### config.mk
export PLATFORM = sky130hd
export DESIGN_NAME = rr_arbiter_oh_flat
export DESIGN_NICKNAME = d
export VERILOG_FILES = /design/src/rtl/arb_pkg.sv /design/src/rtl/rr_arbiter_oh_if.sv /design/src/rtl/oh2uint.sv /design/src/rtl/rr_prio_pick.sv /design/src/rtl/rr_arbiter_oh.sv /design/src/flat_wrapper.sv
export SDC_FILE = /design/constraint.sdc
export NUM_CORES = 1
export LEC_CHECK = 0
export CAP_MARGIN = 20
export CORE_MARGIN = 5
export CORE_UTILIZATION = 48
export CTS_CLUSTER_DIAMETER = 80
export DETAILED_ROUTE_END_ITERATION = 6
export DONT_BUFFER_PORTS = 1
export HOLD_SLACK_MARGIN = 0.12
export PLACE_DENSITY = 0.68
export SYNTH_ARGS = -nofsm -noshare
export SYNTH_HDL_FRONTEND = slang
export SYNTH_HIERARCHICAL = 1
export SYNTH_SLANG_ARGS = --single-unit
### constraint.sdc
create_clock -name clk_i -period 6.2 [get_ports clk_i]
set_input_delay 1.86 -clock clk_i [delete_from_list [all_inputs] [get_ports clk_i]]
set_output_delay 1.86 -clock clk_i [all_outputs]
set_load 0.005 [all_outputs]
### src/rtl/arb_pkg.sv
// Shared helpers for the round-robin arbiter: index width sizing, isolation of
// the lowest set bit, and the lock state encoding.
package arb_pkg;

  // Widest request vector that lowest_set_oh can handle.
  localparam int MaxReq = 64;

  typedef enum logic {
    LockOpen = 1'b0,
    LockHeld = 1'b1
  } lock_e;

  function automatic int idx_width(input int n);
    return (n > 1) ? $clog2(n) : 1;
  endfunction

  function automatic logic [MaxReq-1:0] lowest_set_oh(input logic [MaxReq-1:0] vec);
    return vec & (~vec + MaxReq'(1));
  endfunction

endpackage

### src/rtl/rr_arbiter_oh_if.sv
// Request/grant bundle between the requesters, the arbiter and the downstream stage.
// Valid/ready: a transfer happens in a cycle where gnt_valid_o && gnt_ready_i; the
// granted requester sees req_ready_o high in that same cycle and nowhere else.
interface rr_arbiter_oh_if
  import arb_pkg::*;
#(
  parameter int NumReq = 8
);
  localparam int IdxWidth = idx_width(NumReq);

  logic [NumReq-1:0]   req_valid_i;
  logic [NumReq-1:0]   req_ready_o;
  logic                gnt_valid_o;
  logic                gnt_ready_i;
  logic [NumReq-1:0]   gnt_oh_o;
  logic [IdxWidth-1:0] gnt_idx_o;

  modport slave (
    input  req_valid_i,
    input  gnt_ready_i,
    output req_ready_o,
    output gnt_valid_o,
    output gnt_oh_o,
    output gnt_idx_o
  );

  modport master (
    output req_valid_i,
    output gnt_ready_i,
    input  req_ready_o,
    input  gnt_valid_o,
    input  gnt_oh_o,
    input  gnt_idx_o
  );

endinterface

### src/rtl/oh2uint.sv
// One-hot to binary index encoder; an all-zero input encodes to 0.
module oh2uint
  import arb_pkg::*;
#(
  parameter int NumReq   = 8,
  parameter int IdxWidth = idx_width(NumReq)
) (
  input  logic [NumReq-1:0]   oh,
  output logic [IdxWidth-1:0] idx
);

  always_comb begin
    idx = '0;
    for (int i = 0; i < NumReq; i++) begin
      if (oh[i]) idx = idx | IdxWidth'(i);
    end
  end

endmodule

### src/rtl/rr_prio_pick.sv
// Masked priority pick: lowest requester at or above ptr, falling back to the
// lowest requester overall when nothing sits at or above ptr. Purely combinational.
module rr_prio_pick
  import arb_pkg::*;
#(
  parameter int NumReq   = 8,
  parameter int IdxWidth = idx_width(NumReq)
) (
  input  logic [NumReq-1:0]   req,
  input  logic [IdxWidth-1:0] ptr,
  output logic [NumReq-1:0]   winner_oh
);

  logic [NumReq-1:0] mask;
  logic [NumReq-1:0] masked;
  logic [NumReq-1:0] pick;
  logic [MaxReq-1:0] ext;
  logic [MaxReq-1:0] low;

  always_comb begin
    mask = '0;
    for (int i = 0; i < NumReq; i++) begin
      mask[i] = (IdxWidth'(i) >= ptr);
    end
  end

  assign masked = req & mask;
  assign pick   = (|masked) ? masked : req;

  always_comb begin
    ext             = '0;
    ext[NumReq-1:0] = pick;
  end

  assign low       = lowest_set_oh(ext);
  assign winner_oh = low[NumReq-1:0];

  if (NumReq < MaxReq) begin : g_hi
    logic unused_hi;
    assign unused_hi = ^low[MaxReq-1:NumReq];
  end

endmodule

### src/rtl/rr_arbiter_oh.sv
// N-input round-robin arbiter with a one-hot grant plus binary index. A grant that
// stalls downstream is locked so the one-hot vector stays put until it is taken.
module rr_arbiter_oh
  import arb_pkg::*;
#(
  parameter int NumReq    = 8,
  parameter bit LockGrant = 1'b1,
  localparam int IdxWidth = idx_width(NumReq)
) (
  input  logic                clk_i,
  input  logic                rst_ni,
  rr_arbiter_oh_if.slave      bus,
  output logic [IdxWidth-1:0] dbg_ptr,
  output lock_e               dbg_state,
  output logic [NumReq-1:0]   dbg_lock_oh
);

  logic [IdxWidth-1:0] ptr_q;
  lock_e               state_q;
  logic                lock_q;
  logic [NumReq-1:0]   lock_oh_q;

  logic [NumReq-1:0]   req_valid;
  logic                gnt_ready;
  logic [NumReq-1:0]   pick_oh;
  logic [NumReq-1:0]   gnt_oh;
  logic                gnt_valid;
  logic [IdxWidth-1:0] gnt_idx;
  logic                hs;

  assign req_valid = bus.req_valid_i;
  assign gnt_ready = bus.gnt_ready_i;
  assign lock_q    = (state_q == LockHeld);

  rr_prio_pick #(
    .NumReq   (NumReq),
    .IdxWidth (IdxWidth)
  ) u_pick (
    .req       (req_valid),
    .ptr       (ptr_q),
    .winner_oh (pick_oh)
  );

  // While locked only the held requester can be granted; if it drops, nothing is.
  assign gnt_oh    = lock_q ? (lock_oh_q & req_valid) : pick_oh;
  assign gnt_valid = |gnt_oh;
  assign hs        = gnt_valid && gnt_ready;

  oh2uint #(
    .NumReq   (NumReq),
    .IdxWidth (IdxWidth)
  ) u_enc (
    .oh  (gnt_oh),
    .idx (gnt_idx)
  );

  assign bus.gnt_oh_o    = gnt_oh;
  assign bus.gnt_valid_o = gnt_valid;
  assign bus.gnt_idx_o   = gnt_idx;
  assign bus.req_ready_o = gnt_oh & {NumReq{gnt_ready}};

  always_ff @(posedge clk_i or negedge rst_ni) begin
    if (!rst_ni) begin
      ptr_q <= '0;
    end else if (hs) begin
      ptr_q <= (gnt_idx == IdxWidth'(NumReq - 1)) ? '0 : gnt_idx + IdxWidth'(1);
    end
  end

  if (LockGrant) begin : g_lock
    always_ff @(posedge clk_i or negedge rst_ni) begin
      if (!rst_ni) begin
        state_q   <= LockOpen;
        lock_oh_q <= '0;
      end else begin
        case (state_q)
          LockOpen: begin
            if (gnt_valid && !gnt_ready) begin
              state_q   <= LockHeld;
              lock_oh_q <= gnt_oh;
            end
          end
          LockHeld: begin
            // Released by the handshake, or by the held requester withdrawing.
            if (hs || !gnt_valid) begin
              state_q   <= LockOpen;
              lock_oh_q <= '0;
            end
          end
          default: begin
            state_q   <= LockOpen;
            lock_oh_q <= '0;
          end
        endcase
      end
    end

    assert property (@(posedge clk_i) disable iff (!rst_ni)
      (gnt_valid && !gnt_ready) |=> (!gnt_valid || (gnt_oh == $past(gnt_oh))));
  end else begin : g_nolock
    assign state_q   = LockOpen;
    assign lock_oh_q = '0;
  end

  assert property (@(posedge clk_i) disable iff (!rst_ni) $onehot0(gnt_oh));
  assert property (@(posedge clk_i) disable iff (!rst_ni) gnt_valid == (|gnt_oh));

  assign dbg_ptr     = ptr_q;
  assign dbg_state   = state_q;
  assign dbg_lock_oh = lock_oh_q;

endmodule

### src/flat_wrapper.sv
// flat-port wrapper written by rule: the top's interface ports become plain ports
module rr_arbiter_oh_flat import arb_pkg::*;
#(
  parameter int NumReq    = 8,
  parameter bit LockGrant = 1'b1,
  localparam int IdxWidth = idx_width(NumReq)
)
  (clk_i, rst_ni, dbg_ptr, dbg_state, dbg_lock_oh, bus_req_valid_i, bus_gnt_ready_i, bus_req_ready_o, bus_gnt_valid_o, bus_gnt_oh_o, bus_gnt_idx_o);
  rr_arbiter_oh_if #(.NumReq(NumReq)) bus_i ();
  input  logic clk_i;
  input  logic rst_ni;
  output logic [IdxWidth-1:0] dbg_ptr;
  output lock_e dbg_state;
  output logic [NumReq-1:0] dbg_lock_oh;
  input wire logic [$bits(bus_i.req_valid_i)-1:0] bus_req_valid_i;
  input wire logic [$bits(bus_i.gnt_ready_i)-1:0] bus_gnt_ready_i;
  output wire logic [$bits(bus_i.req_ready_o)-1:0] bus_req_ready_o;
  output wire logic [$bits(bus_i.gnt_valid_o)-1:0] bus_gnt_valid_o;
  output wire logic [$bits(bus_i.gnt_oh_o)-1:0] bus_gnt_oh_o;
  output wire logic [$bits(bus_i.gnt_idx_o)-1:0] bus_gnt_idx_o;
  assign bus_i.req_valid_i = bus_req_valid_i;
  assign bus_i.gnt_ready_i = bus_gnt_ready_i;
  assign bus_req_ready_o = bus_i.req_ready_o;
  assign bus_gnt_valid_o = bus_i.gnt_valid_o;
  assign bus_gnt_oh_o = bus_i.gnt_oh_o;
  assign bus_gnt_idx_o = bus_i.gnt_idx_o;
  rr_arbiter_oh #(.NumReq(NumReq), .LockGrant(LockGrant)) u_core (.clk_i(clk_i), .rst_ni(rst_ni), .bus(bus_i), .dbg_ptr(dbg_ptr), .dbg_state(dbg_state), .dbg_lock_oh(dbg_lock_oh));
endmodule
Yosys cells after proc, flatten, opt, wreduce, memory -nomap -nowiden
Index checks and enable logic that the tools add are counted.
{ "totals": {"output_inout_bits": 32, "reg_bits": 12} }
{ "op_classes": {"n_lt_le_gt_ge": 8, "n_bitwise": 6, "mux": 16, "add_sub_neg": 2, "reduce_logical": 8, "eq_ne": 3} }
{ "ops": {"columns": ["cell", "count"], "rows": [
  ["bitwise AND 8 bit", 4],
  ["two-way mux 8 bit", 4],
  ["one-hot mux 8 bit (2 select lines)", 1],
  ["OR reduction 8 bit", 2],
  ["two-way mux 3 bit", 5],
  [">= comparator 3 bit, first input constant", 4],
  ["adder 8 x 1 -> 8 bit, second input constant", 1],
  ["NOT 8 bit", 1],
  [">= comparator 1 x 3 -> 1 bit, first input constant", 2],
  [">= comparator 2 x 3 -> 1 bit, first input constant", 2],
  ["two-way mux 2 bit", 2],
  ["adder 3 x 1 -> 3 bit, second input constant", 1],
  ["equality test 3 bit, second input constant", 1],
  ["two-way mux 1 bit", 3],
  ["logical AND 1 bit", 2],
  ["zero test 1 bit", 2],
  ["!= test 2 x 1 -> 1 bit, second input constant", 1],
  ["!= test 2 bit, second input constant", 1],
  ["one-hot mux 1 bit (2 select lines)", 1],
  ["AND reduction 2 bit", 1],
  ["logical OR 1 bit", 1],
  ["NOT 1 bit", 1]
]} }

Longest topological paths before layout
Gate-level depths: netlist of run 1.
{ "logic_depth": {"word_depth": 17, "ltp_mapped": 13} }

Cells and area by module
The synthesis of run 1 kept the hierarchy.
{ "modules_own_cells": {"columns": ["module", "instances", "cells_each", "area_per_inst_um2"], "rows": [
  ["rr_arbiter_oh", 1, 85, 817.0],
  ["rr_prio_pick", 1, 58, 362.8],
  ["oh2uint", 1, 3, 22.5]
]} }

Least setup slack after synthesis of run 1
No wires, ideal clock.
{ "synth_path": {"path_kind": "input port to output port", "from": "input port bus_req_valid_i[3]", "to": "output port bus_gnt_idx_o[2]", "setup_slack_ps": 471, "n_path_buf": 0, "arrival_time_ps": 3869, "cell_stages": 8, "path_cell_list": "or2_1 a211o_1 or4_4 o2111ai_2 nor3_1 inv_1 o21ai_0 or4_1"} }
{ "synth_lines": {"columns": ["element", "line", "rtl"], "rows": [
  ["start: declaration", "flat_wrapper.sv:15", "input wire logic [$bits(bus_i.req_valid_i)-1:0] bus_req_valid_i;"],
  ["bitwise AND 8 bit", "rr_prio_pick.sv:27", "assign masked = req & mask;"],
  ["OR reduction 8 bit", "rr_prio_pick.sv:28", "assign pick = (|masked) ? masked : req;"],
  ["two-way mux 8 bit (*)", "rr_prio_pick.sv:28", null],
  ["NOT 8 bit", "arb_pkg.sv:18", "return vec & (~vec + MaxReq'(1));"],
  ["adder 8 x 1 -> 8 bit", "arb_pkg.sv:18", null],
  ["bitwise AND 8 bit (*)", "arb_pkg.sv:18", null],
  ["named net u_core.pick_oh[7]", "rr_arbiter_oh.sv:25", "logic [NumReq-1:0] pick_oh;"],
  ["two-way mux 8 bit (*)", "rr_arbiter_oh.sv:45", "assign gnt_oh = lock_q ? (lock_oh_q & req_valid) : pick_oh;"],
  ["named net bus_gnt_oh_o[7]", "flat_wrapper.sv:19", "output wire logic [$bits(bus_i.gnt_oh_o)-1:0] bus_gnt_oh_o;"],
  ["two-way mux 3 bit (*)", "oh2uint.sv:15", "if (oh[i]) idx = idx | IdxWidth'(i);"],
  ["end: declaration", "flat_wrapper.sv:20", "output wire logic [$bits(bus_i.gnt_idx_o)-1:0] bus_gnt_idx_o;"]
]} }
The timed path passes the listed nets; every way through them passes the cells marked *.

Final worst setup path of run 1
{ "layout_path": {"from": "input port bus_req_valid_i[3]", "to": "output port bus_gnt_idx_o[0]"} }
Same word-level chain as after synthesis.

==> qor.yml, run 1 <==
clock_tree:
  root_buffer: "clkbuf_4"
  cts.hold.buffers_added: 0
  numCtsBuffers: 3
  ctsResizeCount: 0
  clock_sinks: 12
  cts_tree: "yes"
  clk_pin_slew_ps: 70
  clk_latency_ps: 270
  htreeDepth: 1
  clk_path_buf_depth: 2
  cts_setup_buffers: 0
floorplanning:
  io_pins: 43
  die_area_um2: 3610
  die_w_um: 60.1
  start_util_pct: 49.4
  rows: 18
  core_area_um2: 2430
  die_y_um: 60.1
logic_synthesis:
  async_flop_share_pct: 100
  post_synth_main_area_contributors: "dfrtp_1 (25%), nand3_1 (6.7%), mux2i_1 (5.8%), nand2b_1 (5.2%), buf_6 (4.7%)"
  synth_area_um2: 1200
  post_synth.cell_area_avg_um2: 8.24
  ys_ff_latch: 12
  synthTopCellsByCount: "nand3_1 (16), nor2_1 (15), dfrtp_1 (12)"
  synth_top_area_cell: "dfrtp_1"
  synth_nets: 159
  synth_edf_count: 0
  yosys_warnings: 6
  synth_top_area_share_pct: 25.0
  yosysMostFrequentCell: "nand3_1"
  seq_area_frac_synth_pct: 25.0
  yosys.cell_types.count: 43
  synth_cells: 146
  synth_flop_cell: "dfrtp_1"
worst_setup_path:
  critPathArrivalTime_ps: 4100
  r2r_slack_ps: 2370
  crit_fanout: 5
  worstSetupEndpointType: "primary output"
  worstSetupPathType: "in2out"
  start_kind: "primary input"
  worstPathRequired_ps: 4340
final_layout:
  stdcell_count: 172
  drive_gt1_share_pct: 12.7
  final_nets: 156
  fin_area_um2: 1200
  diodes: 0
  area_delta_synth_final_pct: -0.520
  fillerInstances: 242
route:
  ant_nets: 0
  first_iter_violations: 61
  drcViolationCount: 0
  wirelength_mm: 3.16
  drt-pass1-iter-count: 4
  viasPerCell: 6.40
  wl_per_cell_um: 18.4
  route.vias.total: 1101
timing:
  hold_ws_ps: 572
  fin_crit_sh_pct: 96.1
  tightest_slew_ps: 925
  rsz0062_at_grt: "no"
  hold_viol: 0
  period_needed_ps: 5960
  setup_tns_ps: 0
  setup_violations: 0
  relSlewSlack_pct: 38.3
  slew_viol_final: 0
  fmax_mhz: 168
  fin_skew_ps: 2.41
power_and_ir_drop:
  clkPwrFrac_pct: 10.7
  pwr-share-comb_pct: 55.2
  vdd_drop_max_mv: 0.287
  p_int_uw: 283
  p_seq_share_pct: 34.1
  p_leak_nw: 0.506
  p_switching_uw: 275
  power_density_nw_per_um2: 466
  sw_frac_of_total_pct: 49.3
place:
  numPortBuffers: 0
  dp_hpwl_mm: 2.54
  placed_cells: 168
  place_area_um2: 1160
  gp_congestion: 0.986
global_route:
  antenna_found_initial: 0
  grt_pass1_vias: 1065
  grt_max_degree: 34
  grt_pass1_wl_mm: 4.88
  grt_use_total_pct: 18.0
  grt_overflow: 0
status:
  status: "complete, no violations"
job:
  cap_violations: 0
min_path:
  hold_path_class: "reg2reg"
-- final cells by class --
cell class	instances	area [um2]	area share [%]
clock buffers	4	36.3	3.03
inverters	4	15.0	1.26
multi-input cells	122	807	67.5
flip-flops and latches	12	300	25.1
well taps	30	37.5	3.14
-- per-layer routing --
layer  vias to the layer above  global-route usage, %  routed length (um)
met5                         -                      0                   0
met4                         0                   11.1                 117
met3                        11                   4.32                 217
met2                        42                   28.2                1540
met1                       525                   21.9                1280
li1                        523                      -                   -
-- worst max-delay path: stages --
cell       delay [ps]
or2_1             210
a211o_1           300
or4_4             490
o2111ai_2         140
nor3_1            130
inv_1              90
o21ai_0           200
or4_1             680
-- worst paths after layout --
kind	from	end	cells past startpoint
worst min-delay path	u_core/dbg_lock_oh[5]	u_core/dbg_lock_oh[5]	1
worst max register to register	u_core/dbg_ptr[1]	u_core/dbg_ptr[2]	11
min in group asynchronous	rst_ni	u_core/dbg_ptr[2]	0
worst max-delay path	bus_req_valid_i[3]	bus_gnt_idx_o[0]	8
worst min register to register	u_core/dbg_lock_oh[5]	u_core/dbg_lock_oh[5]	1
max in group asynchronous	rst_ni	u_core/dbg_lock_oh[0]	0
-- power by group through the flow --
stage | clock (mW) | sequential, mW | combinational (mW)
4_1_cts | 0.0620 | 0.188 | 0.306
3_5_place_dp | 0 | 0.190 | 0.305
3_3_place_gp | 0 | 0.189 | 0.299
2_1_floorplan | 0 | 0.137 | 0.328
6_report | 0.0597 | 0.190 | 0.308
5_1_grt | 0.0650 | 0.198 | 0.337
-- logic make-up (layout without fill, tap and decap cells) --
kind of cell             after synthesis  after routing  share of synthesized area [%]
XOR/XNOR                               1              1                          0.729
multiplexers                          11             11                           9.57
flip-flops                            12             12                           25.0
AO/OA/AOI/OAI                         26             26                           16.8
adder cells (fa/ha/maj)                2              2                           2.08
buffers and inverters                 12              8                           7.91
AND/OR/NAND/NOR                       82             82                           38.0
-- stage by stage --
step	power (mW)	setup slack, ps	utilization, %
finish	0.557	242	49.2
floorplan	0.465	471	-
global placement	0.488	319	47.7
CTS	0.556	271	49.2
detailed placement	0.495	278	47.7
global route	0.601	89.5	49.2
-- layout by cell type (no fill, tap or decap), drive strengths merged, types with 2 or more instances in the layout --
cell	synthesis	layout
and2	8	8
and4	3	3
clkbuf	1	4
dfrtp	12	12
ha	2	2
inv	4	4
mux2	4	4
mux2i	7	7
nand2	12	12
nand2b	10	10
nand3	16	16
nor2	15	15
nor3	3	3
nor4	3	3
o21a	2	2
o21ai	14	14
or2	2	2
or4	4	4
-- flip-flops by register name (all words and copies together) (netlist names) --
signal / cells
u_core/dbg_lock_oh: 8
u_core/dbg_ptr: 3
u_core/dbg_state: 1
Note: power is estimated with default switching activity, not from simulation.
==> run 2, diff against run 1 <==
--- a/config.mk
+++ b/config.mk
@@ -11,8 +11,9 @@
 export CTS_CLUSTER_DIAMETER = 80
 export DETAILED_ROUTE_END_ITERATION = 6
 export DONT_BUFFER_PORTS = 1
-export HOLD_SLACK_MARGIN = 0.12
+export HOLD_SLACK_MARGIN = 0.06
 export PLACE_DENSITY = 0.68
+export REMOVE_ABC_BUFFERS = 1
 export SYNTH_ARGS = -nofsm -noshare
 export SYNTH_HDL_FRONTEND = slang
 export SYNTH_HIERARCHICAL = 1
==> qor.yml, run 2 (synthesis gave the netlist of run 1 again) <==
timing:
  hold_viol: 0  # unchanged
  relSlewSlack_pct: 40.6  # was 38.3%
  tightest_slew_ps: 891  # was 925 ps
  setup_violations: 0  # unchanged
  fmax_mhz: 167  # was 168 MHz
  period_needed_ps: 6000  # was 5960 ps
  slew_viol_final: 0  # unchanged
  rsz0062_at_grt: "no"  # unchanged
  fin_skew_ps: 6.24  # was 2.41 ps
  setup_tns_ps: 0  # unchanged
  fin_crit_sh_pct: 96.7  # was 96.1%
final_layout:
  diodes: 0  # unchanged
  final_nets: 156  # unchanged
  final_common_cell: "nand3_1"  # unchanged
  multi_input_area_um2: 807  # unchanged
  final_cell_mix: "nand3_1 (16), nor2_1 (15), dfrtp_1 (12)"  # unchanged
  regArea_um2: 300  # unchanged
  drive_gt1_share_pct: 12.1  # was 12.7%
  largest_register_ffs: 8  # unchanged
  fillerInstances: 239  # was 242
  area_delta_synth_final_pct: -1.67  # was -0.520%
route:
  drcViolationCount: 0  # unchanged
  ant_nets: 0  # unchanged
  route.vias.total: 1071  # was 1101
  first_iter_violations: 64  # was 61
  wl_per_cell_um: 17.7  # was 18.4 um
  wirelength_mm: 3.03  # was 3.16 mm
  drt-pass1-iter-count: 4  # unchanged
  viasPerCell: 6.26  # was 6.40
clock_tree:
  htreeDepth: 1  # unchanged
  cts_tree: "yes"  # unchanged
  clk_latency_ps: 280  # was 270 ps
  clock_sinks: 12  # unchanged
  ctsResizeCount: 0  # unchanged
  cts.hold.buffers_added: 0  # unchanged
  root_buffer: "clkbuf_4"  # unchanged
  clk_path_buf_depth: 2  # unchanged
  clk_pin_slew_ps: 70  # about the same
  numCtsBuffers: 3  # unchanged
  cts_setup_buffers: 0  # unchanged
min_path:
  min_from: "u_core/dbg_lock_oh[5]"  # unchanged
  hold_path_class: "reg2reg"  # unchanged
global_route:
  grt_pass1_wl_mm: 4.67  # was 4.88 mm
  grt_max_degree: 34  # unchanged
  grt_pass1_vias: 919  # was 1065
  antenna_found_initial: 0  # unchanged
  grt_use_total_pct: 17.2  # was 18.0%
  grt_overflow: 0  # unchanged
power_and_ir_drop:
  vdd_drop_max_mv: 0.232  # was 0.287 mV
  power_uw: 542  # was 557 uW
  sw_frac_of_total_pct: 49.9  # was 49.3%
  p_leak_nw: 0.499  # was 0.506 nW
  p_seq_share_pct: 34.3  # was 34.1%
  p_switching_uw: 271  # was 275 uW
  power_density_nw_per_um2: 459  # was 466 nW/um2
  pwr-share-comb_pct: 56.7  # was 55.2%
  clkPwrFrac_pct: 9.0  # was 10.7%
  p_int_uw: 272  # was 283 uW
floorplanning:
  die_w_um: 60.1  # unchanged
  die_y_um: 60.1  # unchanged
  rows: 18  # unchanged
  die_area_um2: 3610  # unchanged
  start_util_pct: 49.4  # unchanged
  core_area_um2: 2430  # unchanged
  io_pins: 43  # unchanged
place:
  dp_hpwl_mm: 2.43  # was 2.54 mm
  numPortBuffers: 0  # unchanged
  gp_congestion: 0.858  # was 0.986
worst_setup_path:
  worstSetupEndpointType: "primary output"  # unchanged
  reg2reg_from: "u_core/dbg_ptr[1]"  # unchanged
  ff2ff_path_depth: 11  # unchanged
  r2r_slack_ps: 2330  # was 2370 ps
  worstPathRequired_ps: 4340  # about the same
  start_kind: "primary input"  # unchanged
  critPathCapture: "bus_gnt_idx_o[2]"  # was bus_gnt_idx_o[0]
  setup.worst_path.start: "bus_req_valid_i[3]"  # unchanged
  worstSetupPathType: "in2out"  # unchanged
  r2r-end: "u_core/dbg_ptr[2]"  # unchanged
  critPathArrivalTime_ps: 4140  # was 4100 ps
  crit_fanout: 5  # unchanged
status:
  status: "complete, no violations"  # unchanged
job:
  cap_violations: 0  # unchanged
[run 2: changes by cell type in the layout (fill, tap and decap cells not counted)]
cell and change:
clkbuf_8 -1
[run 2: power by group through the flow]
| stage | registers (mW) | clock network (mW) | logic (mW) |
|---|---|---|---|
| 2_1_floorplan | 0.165 | 0 | 0.253 |
| 3_3_place_gp | 0.188 | 0 | 0.298 |
| 3_5_place_dp | 0.189 | 0 | 0.306 |
| 4_1_cts | 0.186 | 0.0493 | 0.309 |
| 5_1_grt | 0.197 | 0.0530 | 0.337 |
| 6_report | 0.186 | 0.0489 | 0.308 |
[run 2: worst min-delay path by stage]
stage	end	slack, ps	cells past startpoint
floorplan	u_core/dbg_lock_oh[5]	500	1
global placement	u_core/dbg_lock_oh[5]	580	1
detailed placement	u_core/dbg_lock_oh[5]	560	1
CTS	u_core/dbg_lock_oh[5]	570	1
global route	u_core/dbg_lock_oh[5]	610	1
finish	u_core/dbg_lock_oh[5]	560	1
[run 2: metrics by stage]
stage / area, um2 / utilization [%] / hold WS, ps / setup slack (ps) / std cells
after floorplan: 1120 / - / 501 / 451 / 138
after global placement: 1160 / 47.7 / 577 / 276 / 168
after detailed placement: 1160 / 47.7 / 557 / 229 / 168
after CTS: 1180 / 48.6 / 573 / 226 / 171
after global routing: 1180 / 48.6 / 614 / 115 / 171
final: 1180 / 48.6 / 563 / 202 / 171
[run 2: area by class of cell]
class                   count  area share [%]
clock buffers               3            1.90
inverters                   4            1.27
multi-input cells         122            68.3
flip-flops and latches     12            25.4
well taps                  30            3.17
[run 2: layer usage]
layer	up-vias	global-route usage, %	share of wire (%)
li1	522	-	-
met1	498	23.9	43
met2	47	25.5	47
met3	4	4.75	8.8
met4	0	5.70	1.3
met5	-	0	0
[run 2: worst max-delay path: stages]
cell and delay, ps:
or2_1 210, a211o_1 300, or4_4 490, o2111ai_2 140
nor3_1 140, inv_1 90, o21ai_0 220, or4_1 680
==> RTL change 1: new RTL, settings of run 1 <==
Make the reset (`rst_ni`) synchronous in 2 clocked blocks.
--- a/src/rtl/rr_arbiter_oh.sv
+++ b/src/rtl/rr_arbiter_oh.sv
@@ -60,5 +60,5 @@
   assign bus.req_ready_o = gnt_oh & {NumReq{gnt_ready}};
 
-  always_ff @(posedge clk_i or negedge rst_ni) begin
+  always_ff @(posedge clk_i) begin
     if (!rst_ni) begin
       ptr_q <= '0;
@@ -69,5 +69,5 @@
 
   if (LockGrant) begin : g_lock
-    always_ff @(posedge clk_i or negedge rst_ni) begin
+    always_ff @(posedge clk_i) begin
       if (!rst_ni) begin
         state_q   <= LockOpen;
Check against the original RTL: differs if rst_ni is asserted again (counterexample within 4 cycles, from zero or initial values and one cycle with rst_ni low); with rst_ni held inactive, the same outputs for 10 cycles.
==> RTL change 1 against run 1 <==
Total power is 39% lower. Sequential cell count did not move. Final area is 0.73% lower. Combinational power down 50%. Wire length rose by 9.0%. Synthesized area is 1.6% lower. Largest cell class unchanged. Setup slack improved by 0.17 ns. Clock power grew 8.4%. Critical endpoint unchanged.
==> RTL change 1: results (changes against run 1) <==
Global routing
  – Largest net degree at the start of global routing: 30 (-12%)
  – Vias in the first global route: 1,154 (+8.4%)
  – Met1 Resource Use GR: 24.6% (+2.7 points)
  – Total global-route track usage: 20.1% (+2.2 points)
  – First-pass GRT wire length: 5.49 mm (+12%)
  – GR met3 Demand/Resource: 5.18% (+0.86 points)
  – Initial antenna violation count: 0 (unchanged)
  – Met2 Use GR: 32.6% (+4.3 points)

Place
  – Setup WS pre-CTS: 0.444 ns (+0.165 ns)
  – DP HPWL: 2.65 mm (+4.4%)
  – RePlAce Congestion: 0.875 (-11%)
  – Placed cell areas: 1150 um^2 (-0.76%)

Synthesis
  – Mapped Avg Cell Area: 7.49 um^2 (-9.0%)
  – Post-Synth XOR/XNOR Area: 0% (-0.73 points)
  – Synth Area in Compound Gates: 26.8% (+10 points)
  – Area contributors post-synth: dfxtp_1, nand3_1, nand2_1, o2111ai_1, and2_1
  – Synth top cells by count: nand3_1, nand2_1, dfxtp_1
  – Multiplexer area fraction after synthesis: 2.54% (-7.0 points)
  – Syn_nets: 171 (+7.5%)
  – Post-synth ARST share: 0% (-100 points)
  – Most used DFF post-synth: dfxtp_1
  – Synth Area in Adders: 2.11% (+0.033 points)

Timing
  – Clock skew: 0.000921 ns (-0.00149 ns)
  – Worst slew margin: 39.5% (+1.2 points)
  – Setup ws final: 0.410 ns (+0.168 ns)

Final layout
  – Non-clk buf share: 0.632% (+0.63 points)
  – Non-clock buffers: 1 (+1)
  – Multi-input gates: 128 (+4.9%)
  – Seq Cell Count: 12 (unchanged)
  – Register cell area after layout: 240 um^2 (-20%)
  – Multi-input combinational area share: 70.7% (+3.2 points)
  – Share of cells above drive strength 1: 11.2% (-1.5 points)
  – Syn-to-layout area delta: 0.317%
  – Final net count: 166 (+6.4%)

Routing
  – M1 WL: 1.34 mm (+4.6%)
  – WL final: 3.44 mm (+9.0%)
  – Met2 Routed Length: 1.72 mm (+12%)
  – DRT iter0 DRCs: 81 (+33%)
  – Via density: 6.75 (+5.5%)
  – Met3 WL: 316 um (+46%)

Die
  – Area of the core: 2410 um^2 (-0.93%)

Power
  – Leakage: 0.446 nW (-12%)
  – Maximum VDD drop: 0.181 mV (-37%)
  – P_seq: 0.120 mW (-37%)
  – Net switching share of the total power: 45.5% (-3.8 points)
  – Comb power frac: 45.7% (-9.5 points)

Worst setup path
  – Worst reg2reg path depth: 13 (+2)
  – Reg-to-Reg End: u_core/dbg_ptr[0]$_SDFFE_PN0P_
  – Setup crit end: bus_gnt_idx_o[0]
  – Crit path launch: bus_req_valid_i[1]
  – Worst reg2reg setup slack: 2.74 ns (+0.37 ns)
  – Slowest stage delay, CP: 0.67 ns
  – Reg2reg start: u_core/dbg_ptr[1]$_SDFFE_PN0P_
  – Critical path data arrival time: 3.93 ns (-0.17 ns)

Outcome
  – Outcome: complete, no violations

Hold path
  – Hold Path Depth: 2 (+1)
==> RTL change 1: worst min-delay path by stage <==
stage                                                   from                                 end  slack, ns
after CTS                 u_core/dbg_lock_oh[0]$_SDFFE_PN0P_  u_core/dbg_lock_oh[0]$_SDFFE_PN0P_       0.57
after global placement    u_core/dbg_lock_oh[0]$_SDFFE_PN0P_  u_core/dbg_lock_oh[0]$_SDFFE_PN0P_       0.55
after floorplan               u_core/dbg_ptr[1]$_SDFFE_PN0P_      u_core/dbg_ptr[1]$_SDFFE_PN0P_       0.48
after global routing      u_core/dbg_lock_oh[0]$_SDFFE_PN0P_  u_core/dbg_lock_oh[0]$_SDFFE_PN0P_       0.60
after detailed placement  u_core/dbg_lock_oh[0]$_SDFFE_PN0P_  u_core/dbg_lock_oh[0]$_SDFFE_PN0P_       0.56
final                     u_core/dbg_lock_oh[0]$_SDFFE_PN0P_  u_core/dbg_lock_oh[0]$_SDFFE_PN0P_       0.56
==> RTL change 2: new RTL, config.mk and constraints of run 1 <==
Made on the original files. `NumReq` is set to 8 in 5 places; all go to 16.
--- a/src/rtl/rr_arbiter_oh_if.sv
+++ b/src/rtl/rr_arbiter_oh_if.sv
@@ -5,5 +5,5 @@
   import arb_pkg::*;
 #(
-  parameter int NumReq = 8
+  parameter int NumReq = 16
 );
   localparam int IdxWidth = idx_width(NumReq);
--- a/src/rtl/oh2uint.sv
+++ b/src/rtl/oh2uint.sv
@@ -3,5 +3,5 @@
   import arb_pkg::*;
 #(
-  parameter int NumReq   = 8,
+  parameter int NumReq   = 16,
   parameter int IdxWidth = idx_width(NumReq)
 ) (
--- a/src/rtl/rr_prio_pick.sv
+++ b/src/rtl/rr_prio_pick.sv
@@ -4,5 +4,5 @@
   import arb_pkg::*;
 #(
-  parameter int NumReq   = 8,
+  parameter int NumReq   = 16,
   parameter int IdxWidth = idx_width(NumReq)
 ) (
--- a/src/rtl/rr_arbiter_oh.sv
+++ b/src/rtl/rr_arbiter_oh.sv
@@ -4,5 +4,5 @@
   import arb_pkg::*;
 #(
-  parameter int NumReq    = 8,
+  parameter int NumReq    = 16,
   parameter bit LockGrant = 1'b1,
   localparam int IdxWidth = idx_width(NumReq)
--- a/src/flat_wrapper.sv
+++ b/src/flat_wrapper.sv
@@ -2,5 +2,5 @@
 module rr_arbiter_oh_flat import arb_pkg::*;
 #(
-  parameter int NumReq    = 8,
+  parameter int NumReq    = 16,
   parameter bit LockGrant = 1'b1,
   localparam int IdxWidth = idx_width(NumReq)
Interface: changed (6 resized); port bits go from 43 to 77. No check against the original RTL was run, so the function may have changed too.
==> RTL change 2 against run 1 <==
Via count up 140%. First-iteration DRC count rose to 4.8 times the old value. Setup slack worse by 0.21 ns. Total power up 86%. Hold slack better by 0.15 ns. Synthesized area up 110%. Sequential cell count up 9. Final area up 120%. Wire length rose to 2.5 times the old value. Critical endpoint is now bus_gnt_idx_o[1]. Largest power group unchanged.
==> RTL change 2: results (changes against run 1) <==
Global routing
  – First-pass GRT wire length: 12.2 mm (+150%)
  – Largest net degree at the start of global routing: 46 (+35%)
  – Vias in the first global route: 2,296 (+120%)
  – Met1 Resource Use GR: 31.2% (+9.3 points)
  – Total global-route track usage: 23.2% (+5.2 points)

Routing
  – Via density: 6.64 (+3.8%)
  – Via count: 2,611 (+140%)
  – Drt pass-1 iters: 5 (+1)
  – WL final: 8.04 mm (+150%)
  – DRT iter0 DRCs: 293 (+380%)

Timing
  – Slew @ Worst Pin: 0.667 ns (-0.259 ns)

Worst setup path
  – Largest fanout on the critical path: 9 (+4)
  – Critical path data arrival time: 4.30 ns (+0.20 ns)

Final layout
  – Final net count: 344 (+120%)
  – Share of cells above drive strength 1: 12.4% (-0.29 points)
  – Fillers: 517 (+110%)

Synthesis
  – Synth top cells by count: nand2_1, nor2b_1, dfrtp_1
  – Post-Synth XOR/XNOR Area: 0.346% (-0.38 points)
  – Syn_nets: 348 (+120%)
  – Synth Area in Compound Gates: 24.6% (+7.8 points)
  – Netlist cell types: 59 (+37%)
  – Post-synthesis sequential area ratio: 20.8% (-4.2 points)
  – Synth Area in Adders: 0.494% (-1.6 points)

Place
  – Setup WS pre-CTS: 0.0440 ns (-0.234 ns)
  – Placed cell areas: 2570 um^2 (+120%)
  – RePlAce Congestion: 0.947 (-4.0%)
  – DP Cell Count: 388 (+130%)

Power
  – Sw power: 0.558 mW (+100%)
  – Leakage: 1.24 nW (+140%)

Outcome
  – Outcome: complete, no violations

CTS
  – Root Driver: clkbuf_8
[RTL change 2: stage by stage]
stage	hold WS, ns	total power, mW
after CTS	0.727	1.02
after floorplan	0.507	0.794
final	0.719	1.04
after global placement	0.689	0.925
after detailed placement	0.708	0.927
after global routing	0.769	1.12
[RTL change 2: critical path: stages]
cell and delay (ns):
or2_2 0.27, a21oi_1 0.20, nand4_2 0.21, nor3_4 0.22, buf_4 0.19, buf_4 0.14
a221oi_1 0.09, o2111a_1 0.20, nand2b_1 0.11, nand2_1 0.21, nor4_1 0.41, nand2_1 0.20
[RTL change 2: cell type report]
type                       instances  area, um^2  area share (%)
clock buffer                       4        45.0            1.71
timing repair buffer              12        90.1            3.41
multi-input combinational        280        1870            70.8
inverter                           6        22.5           0.853
sequential                        21         527            20.0
tap                               70        87.6            3.32
[RTL change 2: kinds of logic after synthesis]
group / after synthesis
fa+ha+maj: 1
xor+xnor: 1
compound gates: 84
simple gates: 186
flops: 21
buf+inv: 27
mux: 8
[RTL change 2: repair_timing]
action                                  4_1_cts  5_1_grt
buffers inserted                              0        1
endpoints found under the setup margin        0        4
gates resized for setup                       0        3
[RTL change 2: worst paths after layout]
kind / from / to / slack [ns] / cells past startpoint
max: bus_req_valid_i[11] / bus_gnt_idx_o[1] / 0.04 / 12
min: u_core/dbg_lock_oh[7]$_DFFE_PN0P_ / u_core/dbg_lock_oh[7]$_DFFE_PN0P_ / 0.72 / 2
max reg2reg: u_core/dbg_ptr[3]$_DFFE_PN0P_ / u_core/dbg_ptr[3]$_DFFE_PN0P_ / 2.06 / 18
min reg2reg: u_core/dbg_lock_oh[7]$_DFFE_PN0P_ / u_core/dbg_lock_oh[7]$_DFFE_PN0P_ / 0.72 / 2
max in group asynchronous: rst_ni / u_core/dbg_state$_DFF_PN0_ / 4.84 / 0
min in group asynchronous: rst_ni / u_core/dbg_state$_DFF_PN0_ / 1.28 / 0
[RTL change 2: power by group through the flow]
stage | logic, mW | registers, mW | clock network [mW]
global route | 0.723 | 0.295 | 0.102
detailed placement | 0.645 | 0.283 | 0
CTS | 0.647 | 0.279 | 0.0966
finish | 0.660 | 0.283 | 0.0937
global placement | 0.641 | 0.284 | 0
floorplan | 0.577 | 0.218 | 0
[RTL change 2: per-layer routing]
metal | vias to the layer above | routed length (um)
met4 | 0 | 200
met2 | 144 | 3760
li1 | 1197 | -
met3 | 18 | 786
met5 | - | 0
met1 | 1252 | 3290
